$ cat src/rtl/io_vec_pkg.sv
// Shared defaults and the FIFO entry layout for the pin-vector sampler.
package io_vec_pkg;
   localparam int WIDTH_D   = 5;
   localparam int STAMP_W_D = 16;

   typedef struct packed {
      logic [STAMP_W_D-1:0] stamp;
      logic [WIDTH_D-1:0]   vector;
   } entry_t;
endpackage

$ cat src/rtl/io_vector_sampler_sync_fifo.sv
// Circular-buffer FIFO with a registered head output that is valid in the
// same cycle rd_valid rises (write data is forwarded into the head register).
module sync_fifo #(
   parameter int W     = 21,
   parameter int DEPTH = 8
) (
   input  logic                     clk,
   input  logic                     rst_n,
   input  logic                     push,
   input  logic [W-1:0]             wr_data,
   input  logic                     pop,
   output logic                     full,
   output logic                     empty,
   output logic [$clog2(DEPTH):0]   count,
   output logic [W-1:0]             rd_data
);
   localparam int AW = $clog2(DEPTH);
   localparam int CW = AW + 1;

   logic [W-1:0]  mem [DEPTH];
   logic [AW-1:0] wr_ptr, rd_ptr, rd_ptr_n;
   logic [CW-1:0] count_n;
   logic          do_push, do_pop;

   assign full    = (count == CW'(DEPTH));
   assign empty   = (count == '0);
   // A push into a full FIFO only lands when the head leaves in the same cycle.
   assign do_push = push && (!full || pop);
   assign do_pop  = pop && !empty;

   always_comb begin
      rd_ptr_n = rd_ptr;
      if (do_pop) rd_ptr_n = rd_ptr + 1'b1;
      count_n = count + CW'(do_push) - CW'(do_pop);
   end

   always_ff @(posedge clk) begin
      if (do_push) mem[wr_ptr] <= wr_data;
   end

   always_ff @(posedge clk or negedge rst_n) begin
      if (!rst_n) begin
         wr_ptr  <= '0;
         rd_ptr  <= '0;
         count   <= '0;
         rd_data <= '0;
      end else begin
         if (do_push) wr_ptr <= wr_ptr + 1'b1;
         rd_ptr <= rd_ptr_n;
         count  <= count_n;
         // Empty: hold last head value; consumers qualify with rd_valid.
         if (count_n != '0)
            rd_data <= (do_push && (wr_ptr == rd_ptr_n)) ? wr_data : mem[rd_ptr_n];
      end
   end
endmodule

$ cat src/rtl/io_vector_sampler.sv
// Synchronises pad inputs, accepts a vector once stable for STABLE_CYCLES,
// and queues {stamp, vector} entries for a downstream consumer.
module io_vector_sampler
   import io_vec_pkg::*;
#(
   parameter int WIDTH         = WIDTH_D,
   parameter int STABLE_CYCLES = 3,
   parameter int DEPTH         = 8,
   parameter int STAMP_W       = STAMP_W_D
) (
   input  logic                       clk,
   input  logic                       rst_n,
   input  logic [WIDTH-1:0]           pin_in,
   output logic                       rd_valid,
   input  logic                       rd_ready,
   output logic [STAMP_W+WIDTH-1:0]   rd_data,
   output logic [$clog2(DEPTH):0]     count,
   output logic                       ovf,
   input  logic                       clr_ovf
);
   localparam int CNT_W = $clog2(STABLE_CYCLES + 1);
   localparam logic [CNT_W-1:0] CNT_MAX = CNT_W'(STABLE_CYCLES - 1);

   logic [WIDTH-1:0]   meta, s, cand, committed;
   logic [CNT_W-1:0]   cnt;
   logic [STAMP_W-1:0] stamp;
   logic               commit, full, empty, pop;

   assign commit   = (s == cand) && (cnt == CNT_MAX) && (cand != committed);
   assign pop      = rd_valid && rd_ready;
   assign rd_valid = !empty;

   always_ff @(posedge clk or negedge rst_n) begin
      if (!rst_n) begin
         meta      <= '0;
         s         <= '0;
         cand      <= '0;
         cnt       <= '0;
         committed <= '0;
         stamp     <= '0;
      end else begin
         meta  <= pin_in;
         s     <= meta;
         stamp <= stamp + 1'b1;
         if (s != cand) begin
            cand <= s;
            cnt  <= '0;
         end else if (cnt < CNT_MAX) begin
            cnt <= cnt + 1'b1;
         end else if (cand != committed) begin
            // Updated even when the entry is dropped so the drop is not retried.
            committed <= cand;
         end
      end
   end

   always_ff @(posedge clk or negedge rst_n) begin
      if (!rst_n)                       ovf <= 1'b0;
      else if (commit && full && !pop)  ovf <= 1'b1;
      else if (clr_ovf)                 ovf <= 1'b0;
   end

   sync_fifo #(
      .W     (STAMP_W + WIDTH),
      .DEPTH (DEPTH)
   ) u_fifo (
      .clk     (clk),
      .rst_n   (rst_n),
      .push    (commit),
      .wr_data ({stamp, cand}),
      .pop     (pop),
      .full    (full),
      .empty   (empty),
      .count   (count),
      .rd_data (rd_data)
   );
endmodule

$ cat config.mk
export PLATFORM = sky130hd
export DESIGN_NAME = io_vector_sampler
export DESIGN_NICKNAME = d
export VERILOG_FILES = /design/src/rtl/io_vec_pkg.sv /design/src/rtl/io_vector_sampler_sync_fifo.sv /design/src/rtl/io_vector_sampler.sv
export SDC_FILE = /design/constraint.sdc
export NUM_CORES = 1
export LEC_CHECK = 0
export ABC_AREA = 1
export CAP_MARGIN = 20
export CORE_UTILIZATION = 45
export CTS_CLUSTER_SIZE = 16
export DETAILED_ROUTE_END_ITERATION = 8
export GPL_TIMING_DRIVEN = 0
export PLACE_DENSITY_LB_ADDON = 0.2
export SYNTH_ARGS = -nofsm -noshare
export SYNTH_HDL_FRONTEND = slang
export SYNTH_SLANG_ARGS = --single-unit
export TNS_END_PERCENT = 10
$ cat constraint.sdc
create_clock -name clk -period 5.55 [get_ports clk]
set_input_delay 0.555 -clock clk [delete_from_list [all_inputs] [get_ports clk]]
set_output_delay 0.555 -clock clk [all_outputs]
set_load 0.005 [all_outputs]
==> results.json <==
{
  "fill_cells": 2044,
  "synth_seq_cells": 238,
  "p_total_mw": 6.01,
  "end_kind": "register",
  "crit_chain": "inv_1, nand2_1, nand2_1, nor2_1, nand2_1, nor2_2, nand3_2, nor2_4, buf_4, ha_1, inv_1, fa_1, inv_1, nor3_1, nand3_1, inv_1, clkbuf_1, nand2_1, nand2_1",
  "setup_viol": 0,
  "hold_depth": 0,
  "p_leak_nw": 5.91,
  "area_growth_pct": 17.2,
  "synthArstFlopShare_pct": 29.4,
  "ff2ff_path_depth": 19,
  "status": "finished clean",
  "grt_pass1_wl_um": 39900,
  "grt_max_degree": 65,
  "p_per_area_nw_per_um2": 475,
  "ctsResizeCount": 0,
  "grt_pass1_vias": 7186,
  "synthTopCellsByArea": "edfxtp_1 47%, dfrtp_1 16%, nand2_1 11%",
  "grt_use_total_pct": 21.6,
  "synth-seq-area-share_pct": 62.9,
  "portBuffers": 35,
  "required_ns": 6.00,
  "reg2reg_from": "cand[0]$_DFFE_PN0P_",
  "core_area_um2": 23500,
  "synth.most_common_cell": "nand2_1",
  "startpoint_type": "register",
  "worst_slew_pin_slew_ns": 0.780,
  "overflow": 0,
  "drt_first_pass_iters": 5,
  "avgSynthCellArea_um2": 9.56,
  "clockRootBuffer": "clkbuf_16",
  "reg2reg_to": "u_fifo.rd_data[20]$_DFFE_PN0P_",
  "routedWlPerCell_um": 16.4,
  "rows": 56,
  "die_area_um2": 24600,
  "drt_iter0_markers": 563,
  "die_x_um": 157,
  "place_hpwl_um": 17200,
  "drive_gt1_share_pct": 8.38,
  "fp.dieH_um": 157,
  "gp_congestion": 0.830,
  "synth_commonest_cells": "328 x nand2_1, 205 x inv_1, 199 x nand3_1, 168 x edfxtp_1, 70 x dfrtp_1",
  "dp_cells": 1501,
  "critPathSlowestCell": "dfrtp_1",
  "period_needed_ns": 3.91,
  "antenna_found_initial": 0,
  "slew_headroom_pct": 47.7,
  "vias": 7719,
  "min-delay-start": "meta[3]$_DFF_PN0_",
  "htreeDepth": 1,
  "yosys_warnings": 0,
  "hold_end": "s[3]$_DFF_PN0_",
  "fin_worst_skew_ns": 0.0242,
  "clockBufferDepth": 3,
  "tritoncts": "done",
  "clk_pin_slew_worst_paths_ns": 0.06,
  "slew_viol_final": 0,
  "fmax_ghz": 0.256,
  "crit_arrival_ns": 4.36,
  "yosysTopAreaCellShare_pct": 46.7,
  "synth_enable_flop_cells": 168,
  "synth_cell_type_count": 30,
  "syn_area_um2": 10800,
  "ant_nets": 0,
  "yosysTopAreaCell": "edfxtp_1",
  "irDropWorstVdd_uv": 255,
  "critPathMaxFanout": 12,
  "path_common_cell": "nand2_1",
  "routed_wl_um": 25300,
  "syn_nets": 1150,
  "r2r_setup_slack_ns": 1.64,
  "fin_tns_setup_ns": 0,
  "ys.flop_type": "edfxtp_1",
  "rsz0062_at_grt": "no",
  "postLayoutCoreUtil_pct": 53.9,
  "synthCells": 1130,
  "cap_violations": 0,
  "clkSinkCount": 238,
  "num_io_pins": 36,
  "fin_nets": 1230,
  "seq_area_um2": 6800,
  "hp-class": "register to register",
  "slowest_delay_ns": 0.58,
  "drc": 0,
  "final_hold_viol_count": 0,
  "multi_input_area_um2": 3030,
  "instances_no_fill": 1548,
  "cts_buffers": 25,
  "critical_path_class": "register to register",
  "initial_utilization_pct": 46.0,
  "min_period_over_period_pct": 70.4,
  "clock_latency_ns": 0.53,
  "vias_per_cell": 4.99,
  "antenna_cells": 0
}
-- layer usage --
metal	part of all wire (%)	routed length [um]	track usage (%)
met5	0	0	0
met4	1.6	408	5.98
met3	6.5	1660	2.59
met2	46	11500	34.2
met1	46	11700	31.4
-- cells in the final DEF (no fill, tap or decap), types with 3 or more instances in the layout --
cell and n:
buf_1 8, buf_2 23, buf_6 15, clkbuf_1 30
clkbuf_16 28, clkbuf_8 7, clkdlybuf4s50_1 34, clkinv_2 3
dfrtp_1 70, edfxtp_1 168, ha_1 10, inv_1 205
nand2_1 328, nand2_2 3, nand3_1 199, nand4_1 23
nor2_1 11, nor3_1 5, nor3_2 8, o21ai_0 6
xnor2_1 10, xor2_1 12
-- state kept, by name (all words and copies together) (netlist names) --
register        flops
u_fifo.rd_ptr       3
meta                5
stamp              16
cnt                 2
u_fifo.rd_data     21
u_fifo.wr_ptr       3
cand                5
u_fifo.mem        168
s                   5
ovf                 1
committed           5
u_fifo.count        4
-- logic make-up (layout without fill, tap and decap cells) --
| family | count (synthesis) | after routing | synth area share (%) |
|---|---|---|---|
| buffers and inverters | 261 | 360 | 9.37 |
| AOI/OAI and AO/OA | 10 | 10 | 0.521 |
| xor gates and xnor gates | 22 | 22 | 1.78 |
| muxes | 1 | 1 | 0.104 |
| adders and majority gates | 11 | 11 | 1.34 |
| and+or+nand+nor | 587 | 587 | 24.0 |
| DFF | 238 | 238 | 62.9 |
-- how the worst max path moves through the flow --
stage | from | endpoint | slack (ns) | cells past startpoint
6_report | cand[0]$_DFFE_PN0P_ | u_fifo.rd_data[20]$_DFFE_PN0P_ | 1.64 | 19
5_1_grt | cand[0]$_DFFE_PN0P_ | u_fifo.rd_data[4]$_DFFE_PN0P_ | 1.28 | 19
4_1_cts | cand[0]$_DFFE_PN0P_ | u_fifo.rd_data[20]$_DFFE_PN0P_ | 1.60 | 19
3_5_place_dp | rd_ready | u_fifo.rd_data[20]$_DFFE_PN0P_ | 1.25 | 16
3_3_place_gp | rd_ready | u_fifo.mem[5][7]$_DFFE_PP_ | 0.06 | 8
2_1_floorplan | u_fifo.count[2]$_DFF_PN0_ | u_fifo.mem[2][0]$_DFFE_PP_ | 2.16 | 10
-- report_power, final --
part	internal (mW)	switching [mW]
registers	2.01	0.0746
clock network	1.01	0.662
logic	0.749	1.50
total	3.77	2.24
-- per-stage QoR --
step / area, um^2 / setup slack (ns) / hold slack [ns]
floorplan: 10800 / 2.16 / 0.259
global placement: 11600 / 0.0582 / 0.332
detailed placement: 11800 / 1.25 / 0.337
CTS: 12700 / 1.60 / 0.350
global route: 12700 / 1.28 / 0.351
finish: 12700 / 1.64 / 0.346
-- layout make-up --
type | instances | share of cell area (%)
sequential | 238 | 53.7
multi-input combinational | 631 | 24.0
clock buffer | 42 | 6.50
inverter | 206 | 6.11
timing repair buffer | 53 | 4.50
tap | 319 | 3.15
buffer | 55 | 1.89
clock inverter | 4 | 0.188
-- repair_timing --
item                      in CTS  in global routing
hold buffers                   1                  0
hold endpoints to repair       6                  0
buffers inserted               0                  0
-- worst max-delay path: cells and delay by family (launching register included) --
kind / cells / cell delay [ns]
flops: 1 / 0.58
fa+ha+maj: 2 / 0.63
simple gates: 11 / 1.54
buf+inv: 6 / 1.08
Power figures use the tool's default switching activity.
